<file path="src/rtl/hmmm_pkg.sv">
// Shared types and instruction-field helpers for the parametrised HMMM multicycle core.
// Field helpers work on a zero-extended 64-bit copy of the word, so callers can use any width.
package hmmm_pkg;

    typedef enum logic [3:0] {
        OP_NOP    = 4'h0,
        OP_HALT   = 4'h1,
        OP_SETN   = 4'h2,
        OP_ADD    = 4'h3,
        OP_SUB    = 4'h4,
        OP_LOADR  = 4'h5,
        OP_STORER = 4'h6,
        OP_JUMPN  = 4'h7,
        OP_JEQZN  = 4'h8,
        OP_JNEZN  = 4'h9,
        OP_JGTZN  = 4'hA,
        OP_JLTZN  = 4'hB,
        OP_ADDN   = 4'hC
    } opcode_e;

    typedef enum logic [2:0] {
        S_FETCH,
        S_DECODE,
        S_EXEC,
        S_MEM,
        S_WB,
        S_HALT
    } state_e;

    localparam int SLICE_W = 64;

    function automatic logic [3:0] instr_op(input logic [SLICE_W-1:0] instr, input int instr_w);
        return 4'(instr >> (instr_w - 4));
    endfunction

    // Register index idx (0 = rZ, 1 = rY) packed in the low bits of the field.
    function automatic logic [SLICE_W-1:0] reg_field(input logic [SLICE_W-1:0] field,
                                                     input int ra_w, input int idx);
        return (field >> (ra_w * idx)) & ((SLICE_W'(1) << ra_w) - SLICE_W'(1));
    endfunction

    function automatic logic is_illegal(input logic [3:0] op);
        return op > 4'hC;
    endfunction

    function automatic logic branch_taken(input logic [3:0] op, input logic zero, input logic neg);
        case (op)
            OP_JUMPN: return 1'b1;
            OP_JEQZN: return zero;
            OP_JNEZN: return !zero;
            OP_JGTZN: return !neg && !zero;
            OP_JLTZN: return neg;
            default:  return 1'b0;
        endcase
    endfunction

endpackage

</file>
<file path="src/rtl/core_regfile.sv">
// Register file: two operand read ports, one debug read port, one write port.
// r0 is hardwired to zero; reads are combinational so a WB cycle still shows the old value.
module core_regfile
    import hmmm_pkg::*;
#(
    parameter int DATA_W = 8,
    parameter int NREG   = 4,
    localparam int RA_W  = $clog2(NREG)
) (
    input  logic              clk,
    input  logic              reset,
    input  logic [RA_W-1:0]   ra1,
    input  logic [RA_W-1:0]   ra2,
    input  logic [RA_W-1:0]   dbg_ra,
    output logic [DATA_W-1:0] rd1,
    output logic [DATA_W-1:0] rd2,
    output logic [DATA_W-1:0] dbg_rd,
    input  logic              we,
    input  logic [RA_W-1:0]   wa,
    input  logic [DATA_W-1:0] wd
);

    logic [DATA_W-1:0] regs [NREG];

    always_ff @(posedge clk) begin
        if (reset) begin
            for (int i = 0; i < NREG; i++) regs[i] <= '0;
        end else if (we && wa != '0) begin
            regs[wa] <= wd;
        end
    end

    assign rd1    = (ra1 == '0)    ? '0 : regs[ra1];
    assign rd2    = (ra2 == '0)    ? '0 : regs[ra2];
    assign dbg_rd = (dbg_ra == '0) ? '0 : regs[dbg_ra];

endmodule

</file>
<file path="src/rtl/hmmm_multicycle_core.sv">
// Multicycle HMMM-style core: FETCH/DECODE/EXEC/MEM/WB/HALT sequencer with
// handshaked instruction and data memory ports living outside the core.
module hmmm_multicycle_core
    import hmmm_pkg::*;
#(
    parameter int DATA_W   = 8,
    parameter int NREG     = 4,
    parameter int PC_W     = 8,
    parameter int IMM_W    = 8,
    localparam int RA_W    = $clog2(NREG),
    localparam int INSTR_W = 4 + RA_W + IMM_W
) (
    input  logic               clk,
    input  logic               reset,
    output logic               imem_req,
    output logic [PC_W-1:0]    imem_addr,
    input  logic               imem_ack,
    input  logic [INSTR_W-1:0] imem_rdata,
    output logic               dmem_req,
    output logic               dmem_we,
    output logic [PC_W-1:0]    dmem_addr,
    output logic [DATA_W-1:0]  dmem_wdata,
    input  logic               dmem_ack,
    input  logic [DATA_W-1:0]  dmem_rdata,
    input  logic [RA_W-1:0]    dbg_ra,
    output logic [DATA_W-1:0]  dbg_rd,
    output logic [PC_W-1:0]    pc_o,
    output logic               halted,
    output logic               illegal
);

    state_e                    state, state_n;
    logic [PC_W-1:0]           pc;
    logic [INSTR_W-1:0]        ir;
    logic                      illegal_q;
    logic [DATA_W-1:0]         a_q, b_q, res_q;

    logic [3:0]                op;
    logic [RA_W-1:0]           rx, ry, rz, rd1_addr, rd2_addr;
    logic [IMM_W-1:0]          field;
    logic signed [IMM_W-1:0]   imm_s;
    logic signed [DATA_W-1:0]  imm_ext, a_s;
    logic [DATA_W-1:0]         rd1, rd2, alu_res;
    logic                      taken, is_rr;

    assign op    = instr_op(SLICE_W'(ir), INSTR_W);
    assign rx    = ir[IMM_W +: RA_W];
    assign field = ir[IMM_W-1:0];
    assign ry    = RA_W'(reg_field(SLICE_W'(field), RA_W, 1));
    assign rz    = RA_W'(reg_field(SLICE_W'(field), RA_W, 0));
    assign imm_s   = $signed(field);
    assign imm_ext = DATA_W'(imm_s);
    assign a_s     = $signed(a_q);

    // add/sub read rY,rZ; everything else reads rX on port 1 and rY on port 2.
    assign is_rr    = (op == OP_ADD) || (op == OP_SUB);
    assign rd1_addr = is_rr ? ry : rx;
    assign rd2_addr = is_rr ? rz : ry;

    core_regfile #(.DATA_W(DATA_W), .NREG(NREG)) u_regfile (
        .clk    (clk),
        .reset  (reset),
        .ra1    (rd1_addr),
        .ra2    (rd2_addr),
        .dbg_ra (dbg_ra),
        .rd1    (rd1),
        .rd2    (rd2),
        .dbg_rd (dbg_rd),
        .we     (state == S_WB),
        .wa     (rx),
        .wd     (res_q)
    );

    assign taken = branch_taken(op, a_q == '0, a_s < 0);

    always_comb begin
        alu_res = a_q;
        case (op)
            OP_SETN: alu_res = imm_ext;
            OP_ADD:  alu_res = a_q + b_q;
            OP_SUB:  alu_res = a_q - b_q;
            OP_ADDN: alu_res = a_q + imm_ext;
            default: alu_res = a_q;
        endcase
    end

    always_comb begin
        state_n = state;
        case (state)
            S_FETCH:  if (imem_ack) state_n = S_DECODE;
            S_DECODE: state_n = is_illegal(op) ? S_HALT : S_EXEC;
            S_EXEC: begin
                case (op)
                    OP_HALT:              state_n = S_HALT;
                    OP_LOADR, OP_STORER:  state_n = S_MEM;
                    OP_SETN, OP_ADD, OP_SUB, OP_ADDN: state_n = S_WB;
                    default:              state_n = S_FETCH;
                endcase
            end
            S_MEM:    if (dmem_ack) state_n = (op == OP_LOADR) ? S_WB : S_FETCH;
            S_WB:     state_n = S_FETCH;
            S_HALT:   state_n = S_HALT;
            default:  state_n = S_FETCH;
        endcase
    end

    always_ff @(posedge clk) begin
        if (reset) begin
            state     <= S_FETCH;
            pc        <= '0;
            ir        <= '0;
            illegal_q <= 1'b0;
        end else begin
            state <= state_n;
            if (state == S_FETCH && imem_ack) begin
                ir <= imem_rdata;
                pc <= pc + PC_W'(1);
            end
            if (state == S_DECODE && is_illegal(op)) illegal_q <= 1'b1;
            if (state == S_EXEC && taken) pc <= field[PC_W-1:0];
        end
    end

    // Operand and result latches carry data only; their contents are don't-care after reset.
    always_ff @(posedge clk) begin
        if (state == S_DECODE) begin
            a_q <= rd1;
            b_q <= rd2;
        end
        if (state == S_EXEC) res_q <= alu_res;
        if (state == S_MEM && dmem_ack && op == OP_LOADR) res_q <= dmem_rdata;
    end

    assign imem_req   = (state == S_FETCH);
    assign imem_addr  = pc;
    assign dmem_req   = (state == S_MEM);
    assign dmem_we    = (state == S_MEM) && (op == OP_STORER);
    assign dmem_addr  = PC_W'(b_q);
    assign dmem_wdata = a_q;
    assign pc_o       = pc;
    assign halted     = (state == S_HALT);
    assign illegal    = illegal_q;

endmodule

</file>
<file path="config.mk">
export PLATFORM = sky130hd
export DESIGN_NAME = hmmm_multicycle_core
export DESIGN_NICKNAME = d
export VERILOG_FILES = /design/src/rtl/hmmm_pkg.sv /design/src/rtl/core_regfile.sv /design/src/rtl/hmmm_multicycle_core.sv
export SDC_FILE = /design/constraint.sdc
export NUM_CORES = 1
export LEC_CHECK = 0
export ABC_CLOCK_PERIOD_IN_PS = 3200
export CAP_MARGIN = 40
export CORE_MARGIN = 5
export CORE_UTILIZATION = 50
export CTS_BUF_LIST = sky130_fd_sc_hd__clkbuf_2 sky130_fd_sc_hd__clkbuf_4 sky130_fd_sc_hd__clkbuf_8
export DETAILED_ROUTE_END_ITERATION = 8
export PLACE_DENSITY = 0.79
export SYNTH_ARGS = -nofsm -noshare
export SYNTH_HDL_FRONTEND = slang
export SYNTH_HIERARCHICAL = 1
export SYNTH_SLANG_ARGS = --single-unit
</file>
<file path="constraint.sdc">
create_clock -name clk -period 3.2 [get_ports clk]
set_clock_uncertainty 0.1 [all_clocks]
set_input_delay 0.64 -clock clk [delete_from_list [all_inputs] [get_ports clk]]
set_output_delay 0.64 -clock clk [all_outputs]
set_load 0.02 [all_outputs]
</file>
==> parameters.txt <==
Parameter                              Value

Run status
  Status    complete, no violations

Global route
  Largest net degree at the start of global routing    28
  First-pass GRT wire length    19.3 mm
  Global routing usage summed across all routing layers    21.8%
  Antenna violations before repair    0
  Number of global-route vias before repair    3698
  Total congestion overflow after global routing    0

Route
  Post-route ant nets    0
  Drt wl/cell    19.1 um
  First-pass iteration count of the detailed router    5
  Ratio of routed vias to standard cells    5.93
  Remaining DRCs    0
  Via Count    3804
  Detailed Route Iter0 Violations    294
  Final wirelength    12.3 mm

STA
  Number of hold-slack violations in the final timing report    0
  Number of failing setup endpoints in the final timing report    0
  Max Transition Viols Final    0
  Highest clock frequency the design can meet    roughly 320 MHz
  Worst slew slack as a fraction of its limit    42.7%
  Ratio of final minimum period to clock period    97.5%
  Clock period minus worst slack    3.12 ns
  Transition time at the pin with the least slew margin    around 0.86 ns
  RSZ-0062 raised after global routing    false
  Sum Neg Setup Slack    0 ns

Yosys
  Count of state elements after synthesis    74
  Dominant synthesized flop cell    edfxtp_1
  Cells taking the most area after synthesis    edfxtp_1 32%, dfxtp_1 12%, mux2_2 4.7%, nor2_1 4.7%, a22o_1 4.3%
  Number of flops mapped to enable cells by yosys    48
  Syn nets    494
  Synth warn    6
  Synthesized cell area    4510 sq um
  Mapped Avg Cell Area    9.89 sq um
  Share of flip-flops with an asynchronous set or reset after synthesis    0%
  Yosys cell types    63
  Part of the Yosys area used for sequential elements    43.5%
  Synth top area share    between 30% and 40%
  Cell taking the most area after synthesis    edfxtp_1
  Post-Syn Instances    456

Critical path
  Slowest cell on the critical path    clkdlybuf4s50_1
  CP required    2.46 ns
  Data arrival time of the critical path    2.38 ns
  Max stage delay on crit path    roughly 0.54 ns
  Worst setup path category    primary input to output pin
  Most frequent cell on the critical path    clkdlybuf4s50_1
  Max Fanout on Critical Path    10
  Type of element launching the critical path    primary input
  Kind of end point of the critical path    output pin
  Critical-path cell list    clkdlybuf4s50_1 > buf_4 > mux2_2 > a22o_1 > clkdlybuf4s50_1

Pwr
  Power density over the cells    ~500 nW/um^2
  Share of total power in sequential cells    between 40% and 50%
  Proportion of power drawn by combinational gates    27.2%
  Peak supply drop    261 uV
  Net switching fraction of the power    31.4%
  Internal power    1.90 mW
  P_leak    2.03 nW
  Net Sw Power    0.870 mW
  Clk network pwr share    29.8%

Finish
  Highest-count cells in the layout ignoring fill and taps    72 x clkdlybuf4s50_1, 56 x nor2_1, 48 x nand2_1, 48 x edfxtp_1, 29 x a21oi_1
  Fraction of the core area covered by cells at the end of the flow    63.4%
  Layout Area Growth over Synthesis    23.2%
  Final antenna diode count    0
  # nets final    approximately 570
  Proportion of layout cells with a drive suffix above 1    14.8%
  Most frequent standard cell in the layout excluding fill and tap cells    clkdlybuf4s50_1

Floorplanning
  Die ar.    11000 sq um
  DIE WIDTH    105 um
  Core Region    8760 sq um
  Count of pins on the block boundary    73
  Core Rows    34
  Starting density of the core    between 50 and 60%
  Die height    approximately 100 um

Clock tree
  Clock tree from TritonCTS    built
  Clock latency at the later pin of the worst-skew pair    0.36 ns
  H-Tree Level Count    3
  Buffers from clock root to sink, at most    2
  Number of buffers inserted during clock tree synthesis    9
  Post-cts hold buffer count    0
  Clock Sink Count    74
  Clock slew at the register clock pins of the worst setup and hold paths    0.09 ns
  Clock tree root driver cell    clkbuf_8

Job
  Max_cap viols    0

Min path
  Tightest Hold Check Type    register to register

Placed design
  Detailed Place HPWL    9.39 mm
  Last weighted congestion value of the routability-driven placer    0.949
  IO Port Bufs    72
==> critical path, delay by kind of cell <==
kind                   cells  cell delay (ns)
AO/OA/AOI/OAI              1             0.19
multiplexers               1             0.37
buffers and inverters      3             1.18
==> stage by stage <==
step | hold slack [ns] | cells | instance area (sq um) | setup WS, ns | total power, mW
finish | 0.400 | 642 | 5560 | 0.0805 | 2.77
detailed placement | 0.380 | 625 | 5320 | 0.0966 | 1.95
global route | 0.444 | 642 | 5560 | 0.00848 | 2.89
global placement | 0.356 | 625 | 5320 | 0.121 | 1.93
CTS | 0.403 | 641 | 5540 | 0.0795 | 2.77
floorplan | 0.358 | 456 | 4510 | 0.198 | 1.68
==> repair_timing <==
action | 4_1_cts | 5_1_grt
setup buffers | 0 | 1
setup endpoints to repair | 0 | 1
gates resized for setup | 0 | 1
==> path summary, 6_finish.rpt <==
check                       start                    to  slack (ns)  cells after the start
min          illegal$_SDFFE_PP0P_  illegal$_SDFFE_PP0P_        0.40                      2
max                     dbg_ra[1]             dbg_rd[0]        0.08                      5
max reg2reg   ir[12]$_SDFFE_PP0P_    res_q[4]$_DFFE_PP_        0.16                     13
min reg2reg  illegal$_SDFFE_PP0P_  illegal$_SDFFE_PP0P_        0.40                      2
==> state kept, by name (all words and copies together), names as in the netlist <==
| name | flops |
|---|---|
| state | 3 |
| imem_addr | 8 |
| res_q | 8 |
| dmem_wdata | 8 |
| dmem_addr | 8 |
| u_regfile/regs | 24 |
| illegal | 1 |
| ir | 14 |
==> routing by layer <==
layer	wire length (um)	global-route usage, %	vias to the layer above
li1	-	-	1806
met1	4890	27.3	1826
met2	6230	37.3	149
met3	915	5.12	23
met4	246	6.58	0
met5	0	0	-
==> cell usage after synthesis (3+ instances only) <==
master	n
a211oi_2	3
a21oi_1	29
a221oi_1	5
a22o_1	22
a31oi_1	6
and2_1	3
and2b_1	3
and3_1	7
buf_2	8
buf_4	11
buf_6	5
clkbuf_1	9
dfxtp_1	26
edfxtp_1	48
ha_1	9
inv_1	13
mux2_1	5
mux2_2	19
mux2_4	3
mux2i_1	6
nand2_1	48
nand2b_1	10
nand3_1	7
nand3b_1	10
nand4_1	4
nor2_1	56
nor2b_1	6
nor3_1	4
nor3_2	3
nor4_1	3
o21a_1	3
o21ai_0	8
o21bai_1	4
o22ai_1	4
xnor2_1	10
xor2_1	5
==> cell type report <==
type,count,area [sq um]
inverters,13,48.8
multi-input cells,335,2290
well taps,108,135
repair buffers,96,901
fillers,695,3210
clock buffers,9,124
flip-flops and latches,74,1960
clock inverters,7,98.8
==> power groups by stage <==
stage	logic [mW]	registers (mW)	clock network (mW)
finish	0.754	1.19	0.825
global route	0.813	1.20	0.882
CTS	0.747	1.19	0.837
detailed placement	0.740	1.21	0
global placement	0.726	1.20	0
floorplan	0.469	1.21	0
==> cells by family after synthesis <==
family	Yosys count	share of synthesized area, %
AO/OA/AOI/OAI	104	17.4
XOR/XNOR	15	2.91
adder cells (fa/ha/maj)	10	2.94
buffers and inverters	47	5.88
flip-flops	74	43.5
multiplexers	33	8.32
AND/OR/NAND/NOR	173	19.1
Power figures use the tool's default switching activity.
